--- src/rtl/demux_sched_pkg.sv ---
// ---------------------------------------------------------------------------
// demux_sched_pkg
// Shared definitions for the 16-way demux round-robin scheduler.
//   N_CH    : number of demux destinations (fixed at 16)
//   SEL_W   : width of the demux select, log2(N_CH)
//   state_t : sequencer states IDLE / SEEK / XFER / NEXT
// ---------------------------------------------------------------------------
package demux_sched_pkg;

  localparam int N_CH  = 16;
  localparam int SEL_W = 4;

  typedef enum logic [1:0] {
    IDLE = 2'd0,
    SEEK = 2'd1,
    XFER = 2'd2,
    NEXT = 2'd3
  } state_t;

endpackage

--- src/rtl/demux_rr_scheduler_next_chan_finder.sv ---
// ---------------------------------------------------------------------------
// next_chan_finder
// Combinational search for the lowest set mask bit at or above a pointer.
// Ports:
//   i_mask  [15:0] : channels still to be visited in this pass
//   i_ptr   [3:0]  : lowest index eligible for selection
//   o_idx   [3:0]  : index of the lowest set bit >= i_ptr (0 if none)
//   o_found        : high when such a bit exists
// ---------------------------------------------------------------------------
module next_chan_finder
  import demux_sched_pkg::*;
(
  input  logic [N_CH-1:0]  i_mask,
  input  logic [SEL_W-1:0] i_ptr,
  output logic [SEL_W-1:0] o_idx,
  output logic             o_found
);

  // Scan from the top down so the last hit written is the lowest index.
  always_comb begin
    o_idx   = '0;
    o_found = 1'b0;
    for (int i = N_CH - 1; i >= 0; i--) begin
      if (i_mask[i] && (i >= int'(i_ptr))) begin
        o_idx   = SEL_W'(i);
        o_found = 1'b1;
      end
    end
  end

endmodule

--- src/rtl/demux_rr_scheduler.sv ---
// ---------------------------------------------------------------------------
// demux_rr_scheduler
// Sequencer for the 16-way 1-bit demux. Each accepted start walks every
// enabled channel in ascending order, drives the demux select and forwards
// BURST_LEN beats per channel under a valid/ready handshake, then pulses
// o_done and bumps o_pass_cnt.
//
// Optional feature macro: DEMUX_SCHED_TIMEOUT_EN
//   defined   : a stall watchdog skips a channel after TIMEOUT beat-less
//               cycles in XFER and sets the sticky o_err flag
//   undefined : no watchdog, o_err stays 0, XFER waits indefinitely
//
// Ports:
//   i_clk, i_rst       : clock, asynchronous active-high reset
//   i_start            : pass request pulse (ignored while busy)
//   i_chan_en [15:0]   : channel enable mask, captured on accepted start
//   i_in_valid/i_in_data, o_in_ready : source beat handshake
//   i_dest_ready[15:0] : per-destination backpressure
//   o_sel [3:0]        : registered demux select
//   o_d_out, o_d_valid : beat data / strobe toward the demux
//   o_busy, o_done     : activity flag, end-of-pass pulse
//   o_pass_cnt         : completed pass counter (wrapping)
//   o_err              : sticky stall-timeout flag
// ---------------------------------------------------------------------------
module demux_rr_scheduler
  import demux_sched_pkg::*;
#(
  parameter int BURST_LEN = 4,
  parameter int CNT_W     = 8,
  parameter int TIMEOUT   = 32
) (
  input  logic             i_clk,
  input  logic             i_rst,
  input  logic             i_start,
  input  logic [N_CH-1:0]  i_chan_en,
  input  logic             i_in_valid,
  input  logic             i_in_data,
  output logic             o_in_ready,
  input  logic [N_CH-1:0]  i_dest_ready,
  output logic [SEL_W-1:0] o_sel,
  output logic             o_d_out,
  output logic             o_d_valid,
  output logic             o_busy,
  output logic             o_done,
  output logic [CNT_W-1:0] o_pass_cnt,
  output logic             o_err
);

  localparam logic [7:0] LAST_BEAT = 8'(BURST_LEN - 1);

  state_t           r_state;
  logic [N_CH-1:0]  r_mask;
  logic [SEL_W-1:0] r_ptr;
  logic [SEL_W-1:0] r_sel;
  logic [7:0]       r_beat_cnt;
  logic             r_done;
  logic [CNT_W-1:0] r_pass_cnt;
  logic             r_err;

  logic [SEL_W-1:0] w_idx;
  logic             w_found;
  logic             w_xfer;
  logic             w_dest_rdy;
  logic             w_beat;
  logic             w_last_beat;
  logic             w_timeout;
  logic [N_CH-1:0]  w_mask_left;

  next_chan_finder u_finder (
    .i_mask  (r_mask),
    .i_ptr   (r_ptr),
    .o_idx   (w_idx),
    .o_found (w_found)
  );

  // Zero-latency pass-through: the handshake is only open in XFER.
  assign w_xfer      = (r_state == XFER);
  assign w_dest_rdy  = i_dest_ready[r_sel];
  assign w_beat      = w_xfer && i_in_valid && w_dest_rdy;
  assign w_last_beat = w_beat && (r_beat_cnt == LAST_BEAT);

  assign o_in_ready  = w_xfer && w_dest_rdy;
  assign o_d_valid   = w_beat;
  assign o_d_out     = w_beat && i_in_data;
  assign o_sel       = r_sel;
  assign o_busy      = (r_state != IDLE);
  assign o_done      = r_done;
  assign o_pass_cnt  = r_pass_cnt;
  assign o_err       = r_err;

  // Mask with the channel just served removed.
  always_comb begin
    w_mask_left        = r_mask;
    w_mask_left[r_sel] = 1'b0;
  end

`ifdef DEMUX_SCHED_TIMEOUT_EN
  localparam logic [15:0] STALL_LIMIT = 16'(TIMEOUT - 1);
  logic [15:0] r_stall;

  // Counts consecutive beat-less XFER cycles; the cycle that would make
  // TIMEOUT stalled cycles forces the channel to be abandoned.
  always_ff @(posedge i_clk or posedge i_rst) begin
    if (i_rst) begin
      r_stall <= '0;
    end else if (!w_xfer || w_beat) begin
      r_stall <= '0;
    end else begin
      r_stall <= r_stall + 16'd1;
    end
  end

  assign w_timeout = w_xfer && !w_beat && (r_stall == STALL_LIMIT);
`else
  assign w_timeout = 1'b0;
`endif

  // Main sequencer. o_done is registered so it rises as state returns to
  // IDLE; a SEEK without a match cannot happen but falls back to IDLE.
  always_ff @(posedge i_clk or posedge i_rst) begin
    if (i_rst) begin
      r_state    <= IDLE;
      r_mask     <= '0;
      r_ptr      <= '0;
      r_sel      <= '0;
      r_beat_cnt <= '0;
      r_done     <= 1'b0;
      r_pass_cnt <= '0;
      r_err      <= 1'b0;
    end else begin
      r_done <= 1'b0;
      case (r_state)
        IDLE: begin
          if (i_start) begin
            r_err <= 1'b0;
            if (i_chan_en != '0) begin
              r_mask  <= i_chan_en;
              r_ptr   <= '0;
              r_state <= SEEK;
            end else begin
              r_done     <= 1'b1;
              r_pass_cnt <= r_pass_cnt + CNT_W'(1);
            end
          end
        end
        SEEK: begin
          if (w_found) begin
            r_sel      <= w_idx;
            r_beat_cnt <= '0;
            r_state    <= XFER;
          end else begin
            r_state <= IDLE;
          end
        end
        XFER: begin
          if (w_beat) begin
            r_beat_cnt <= r_beat_cnt + 8'd1;
          end
          if (w_last_beat) begin
            r_state <= NEXT;
          end else if (w_timeout) begin
            r_err   <= 1'b1;
            r_state <= NEXT;
          end
        end
        NEXT: begin
          r_mask <= w_mask_left;
          r_ptr  <= r_sel + SEL_W'(1);
          if (w_mask_left == '0) begin
            r_done     <= 1'b1;
            r_pass_cnt <= r_pass_cnt + CNT_W'(1);
            r_state    <= IDLE;
          end else begin
            r_state <= SEEK;
          end
        end
        default: r_state <= IDLE;
      endcase
    end
  end

endmodule

--- config.mk ---
export PLATFORM = sky130hd
export DESIGN_NAME = demux_rr_scheduler
export DESIGN_NICKNAME = d
export VERILOG_FILES = /design/src/rtl/demux_sched_pkg.sv /design/src/rtl/demux_rr_scheduler_next_chan_finder.sv /design/src/rtl/demux_rr_scheduler.sv
export SDC_FILE = /design/constraint.sdc
export NUM_CORES = 1
export LEC_CHECK = 0
export CORE_UTILIZATION = 54
export CTS_CLUSTER_SIZE = 16
export DETAILED_ROUTE_END_ITERATION = 7
export PLACE_DENSITY = 0.84
export SYNTH_ARGS = -nofsm -noshare
export SYNTH_HDL_FRONTEND = slang
export SYNTH_HIERARCHICAL = 1
export SYNTH_SLANG_ARGS = --single-unit
--- constraint.sdc ---
create_clock -name i_clk -period 3.1 [get_ports i_clk]
set_input_delay 0.62 -clock i_clk [delete_from_list [all_inputs] [get_ports i_clk]]
set_output_delay 0.62 -clock i_clk [all_outputs]
set_load 0.02 [all_outputs]
# == Word level (Yosys, flattened, before mapping) ==
# Cells that the tools add are included.
# classes
n_addsub,3
n_reduce_logical,32
mux,59
bitwise_logic,2
shift,0
order_cmp,17
div,0
mul,0
eq_ne,11
# ops
op,n
$mux 4,18
$mux 8,5
$mux 16,2
$pmux 16 s2,1
$pmux 8 s2,2
$ge 4x4->1 const A,7
$mux 1,22
$logic_and 1x1->1,21
$add 8x1->8 const B,2
$and 16x16->16,1
$ge 3x4->1 const A,4
$logic_not 16->1,1
$not 16->16,1
$reduce_bool 16->1,1
$reduce_and 3->1,3
$eq 8x2->1 const B,1
$ge 1x4->1 const A,2
$ge 2x4->1 const A,2
$mux 2,4
$ne 2x2->1 const B,4
$pmux 2 s4,1
$pmux 4 s2,1
$ne 2x1->1 const B,3
$reduce_bool 2->1,3
11 further kinds,12
# totals
ramBits,0
in_bits,37
wordCells,131
latchBits,0
register_bits,43
out_inout_bits,18
mem_count,0
rom_bits,0

# == Depth between registers and ports, before layout ==
# Gate-level depths: netlist of run 1.
# logic_depth
depth_word,19
mapped_depth,12
ltp_nobuf,11

# == Modules after synthesis ==
# Netlist of run 1, hierarchy kept.
# by_module_without_submodules
mod,cells_per_inst,area_each_um2,n_inst,seq_area_each_um2
demux_rr_scheduler,272,2696.3,1,1076.0
next_chan_finder,73,467.9,1,0.0

# == Least setup slack after synthesis of run 1 ==
# Ideal clock, no wire load.
# synth_path
path_kind,register to output
from,"register r_sel[2], in the netlist o_sel[2]"
to,output o_d_out
n_path_buf,1
stages_incl_launch_ff,6
slack_ps,552
required_ps,2480
t_arrival_ps,1928
path_cell_list,dfrtp_1 -> mux4_1 -> mux2_2 -> o2bb2ai_2 -> buf_2 -> and3_1
# synth_between
elab_chain_len,4
# synth_rtl
item,line_no,source
from (decl),demux_rr_scheduler.sv:54,logic [SEL_W-1:0] r_sel;
from (signal assigned),demux_rr_scheduler.sv:148,r_sel <= w_idx;
$bmux 1 s4,demux_rr_scheduler.sv:78,assign w_dest_rdy = i_dest_ready[r_sel];
$mux 1 (implied by the code),demux_rr_scheduler.sv:78,
$logic_and 1x1->1,demux_rr_scheduler.sv:79,assign w_beat = w_xfer && i_in_valid && w_dest_rdy;
$logic_and 1x1->1,demux_rr_scheduler.sv:84,assign o_d_out = w_beat && i_in_data;
to (decl),demux_rr_scheduler.sv:41,"output logic o_d_out,"
# Every way passes these cells. The select of a mux whose other input is x is not followed.

# == Worst setup path in the final report of run 1 ==
# layout_path
from,input i_dest_ready[10]
to,output o_in_ready
# layout_between
elab_chain_len,3
# layout_rtl
item,line_no,source
from (decl),demux_rr_scheduler.sv:39,"input logic [N_CH-1:0] i_dest_ready,"
$bmux 1 s4,demux_rr_scheduler.sv:78,
$mux 1 (implied by the code),demux_rr_scheduler.sv:78,
$logic_and 1x1->1,demux_rr_scheduler.sv:82,assign o_in_ready = w_xfer && w_dest_rdy;
to (decl),demux_rr_scheduler.sv:38,"output logic o_in_ready,"
# Every way passes these cells. The select of a mux whose other input is x is not followed.

==> metrics.txt, run 1 <==
crit start category input pin; die area 6170 um2; compound-cell area share of the yosys netlist 26.29%; crit share post-route 94.51%; relative slew slack 30.07%; Max-cap violations 0; Buffers & Inverters on Critical Path 2; switching pwr 1.842 mW; min cycle time layout 2.930 ns; dpl hpwl 5823 um; Post-Synth Adder-Cell Area 3.954%; WS Path Type in -> out; sequential area share after synthesis 34.01%; Total Wirelength 7876 um; internal power 2.107 mW; critical path endpoint category primary output; total gr overflow 0; Flop pwr share 30.2%; CTS tree built; Unique masters post-synth 70; setup TNS 0 ns; hold endpoint o_pass_cnt[7]; fin util 68.93%; Post-CTS Hold Buffers 0; Sink Count 43; Post-Syn Area 3164 um2; largest net degree at the start of global routing 44; most frequent cells in the layout clkdlybuf4s50_1 (50), dfrtp_1 (43), nand2_1 (33), nor2_1 (21), a21oi_1 (17); clock share of power 10.0%; critical path arrival 2.31 ns; FFs w/ async S/R, synth 100.0%; Synth area leader dfrtp_1; Pleak 1.608 nW; PortBufs 53; status complete, no violations; Slew Viols, Final 0; total nets after synthesis 392; CTS resizes 4; Top FF cell, synth dfrtp_1; Setup Fix Bufs, Post-CTS 0; worst stage delay on the critical path 0.49 ns; initial core utilization 56.77%; worst path cell trace clkdlybuf4s50_1 > mux4_1 > mux2_2 > nor2_1 > a211oi_1 > dlygate4sd2_1; CTS Root Cell clkbuf_8; Top Ports 55; Iter 0 DRT Violations 215; share of cells above drive strength 1 10.55%; fin nets 444; crit path max fanout 2; mux share of post-synthesis cell area 6.801%; vias in the first global route 2807; hold depth 1; main combinational cell family by area after synthesis compound AO/OA/AOI/OAI gates; Final Setup Violations 0; power per cell area 1028 nW/um2; via/cell ratio 6.319; reg-to-reg slack, setup 0.40 ns; Yosys top cell area share 34.01%; Pre-antenna DRT Iters 5; Area growth syn-to-layout 21.43%; Post-Synth Simple-Gate Area 21.04%; CP top delay family multiplexers; number of synthesized flops with an enable pin 0; final clock skew 0.004933 ns; RSZ-0062 raised after global routing no; DR WL/cell 16.76 um; row count 27; clock transition at the registers of the reported paths 0.08 ns; post-route antenna net violation count 0; RePlAce Congestion 0.9047; initial antenna violation count 0; most common cell after layout, fill and taps aside clkdlybuf4s50_1; Worst Hold Launch o_pass_cnt[7]; # diodes 0; Vias 2970; peak supply drop 0.5806 mV; core area 5574 um2; drt drc 0; Crit-path slowest cell mux4_1; cell count after synthesis 345; Final Hold Viols 0; Max Buffers Root-to-Sink 2; switching share of power 46.64%; worst reg2reg path depth 11; die width 78.55 um; RR Endpoint r_beat_cnt[5]; Seq cells post-synth 43; htree depth 2; Slew @ Worst Pin 1.045 ns; Hold Path Class reg -> reg; DIE HEIGHT 78.55 um; overall routing resource usage 27.45%; combinational power share 59.8%; CP required 2.48 ns; Worst-Skew Late Latency 0.29 ns; Fmax 0.3413 GHz; first-pass GRT wire length 13410 um; Synth area leaders dfrtp_1 (34%), ha_1 (4.0%), nand2_1 (3.9%); CTS buffer count 5; R2R Path Start r_ptr[2]; warnings from Yosys 6; syn_area_per_cell 9.172 um2; xor and xnor area share after synthesis 2.768%
[power by group through the flow]
stage / sequential [mW] / combinational [mW] / clock [mW]
after detailed placement: 1.19 / 2.34 / 0
after global routing: 1.24 / 2.59 / 0.428
final: 1.19 / 2.36 / 0.396
after global placement: 1.18 / 2.28 / 0
after floorplan: 1.11 / 1.72 / 0
after CTS: 1.18 / 2.34 / 0.405
[synthesized netlist by cell type, types with 6 or more instances]
cell and instances:
a21o_1 16, a21oi_1 17, a22o_1 11, a311oi_1 6
clkbuf_1 7, dfrtp_1 43, ha_1 10, inv_1 14
nand2_1 33, nand3_1 6, nand4_1 6, nor2_1 21
nor2b_1 6, nor3_1 11, o21ai_0 15, o21ai_1 6
xor2_1 9
[registers in the layout, summed over array words and instances (netlist names), named ones only]
signal / cells
o_pass_cnt: 8
r_state: 1
r_ptr: 4
o_done: 1
o_sel: 4
r_beat_cnt: 8
r_mask: 16
[per-stage QoR]
step / cell area (um2) / setup slack, ns / std cells / hold WS [ns] / power (mW)
after floorplan: 3164 / 0.5518 / 345 / 0.4605 / 2.834
after global placement: 3754 / -0.1963 / 462 / 0.4566 / 3.460
after detailed placement: 3754 / -0.2184 / 462 / 0.4682 / 3.526
after CTS: 3851 / 0.02387 / 470 / 0.4793 / 3.927
after global routing: 3842 / 0.04813 / 470 / 0.5033 / 4.252
final: 3842 / 0.1701 / 470 / 0.4738 / 3.950
[worst max path at each step]
stage | start | end | slack, ns | cells after the start
after global placement | i_dest_ready[6] | o_d_out | -0.20 | 6
after global routing | i_dest_ready[4] | o_in_ready | 0.05 | 6
after floorplan | o_sel[2] | o_d_out | 0.55 | 5
after CTS | i_dest_ready[6] | o_d_valid | 0.02 | 6
final | i_dest_ready[10] | o_in_ready | 0.17 | 6
after detailed placement | i_dest_ready[6] | o_d_out | -0.22 | 6
[cells by family (layout without fill, tap and decap cells)]
kind of cell,count (synthesis),after routing
mux,15,15
compound gates,113,113
flops,43,43
xor+xnor,10,10
simple gates,121,121
buf+inv,32,85
other cells,1,1
fa+ha+maj,10,10
[final cells by class]
class                           count  area, um2
Multi-Input combinational cell    270       1929
Clock buffer                        8      100.1
Tap cell                           72      90.09
Sequential cell                    43       1076
Inverter                           14      52.55
Fill cell                         442       1732
Timing Repair Buffer               63      594.3
[routing by layer]
metal  wire, um  GRT usage, %  part of all wire, %  up-vias
met5          0             0                    0        -
met4        137         9.074                  1.7        0
met3        454         4.419                  5.8       21
met2       3938         46.26                   50      119
met1       3345         35.65                   42     1438
li1           -             -                    -     1392
No activity file was read; power rests on OpenSTA's default activity.
==> run 2: changes to the inputs <==
--- a/config.mk
+++ b/config.mk
@@ -5,6 +5,7 @@
 export SDC_FILE = /design/constraint.sdc
 export NUM_CORES = 1
 export LEC_CHECK = 0
+export CAP_MARGIN = 20
 export CORE_UTILIZATION = 54
 export CTS_CLUSTER_SIZE = 16
 export DETAILED_ROUTE_END_ITERATION = 7
==> results of run 2 <==
Final layout, timing and power as in run 1 (identical DEF).
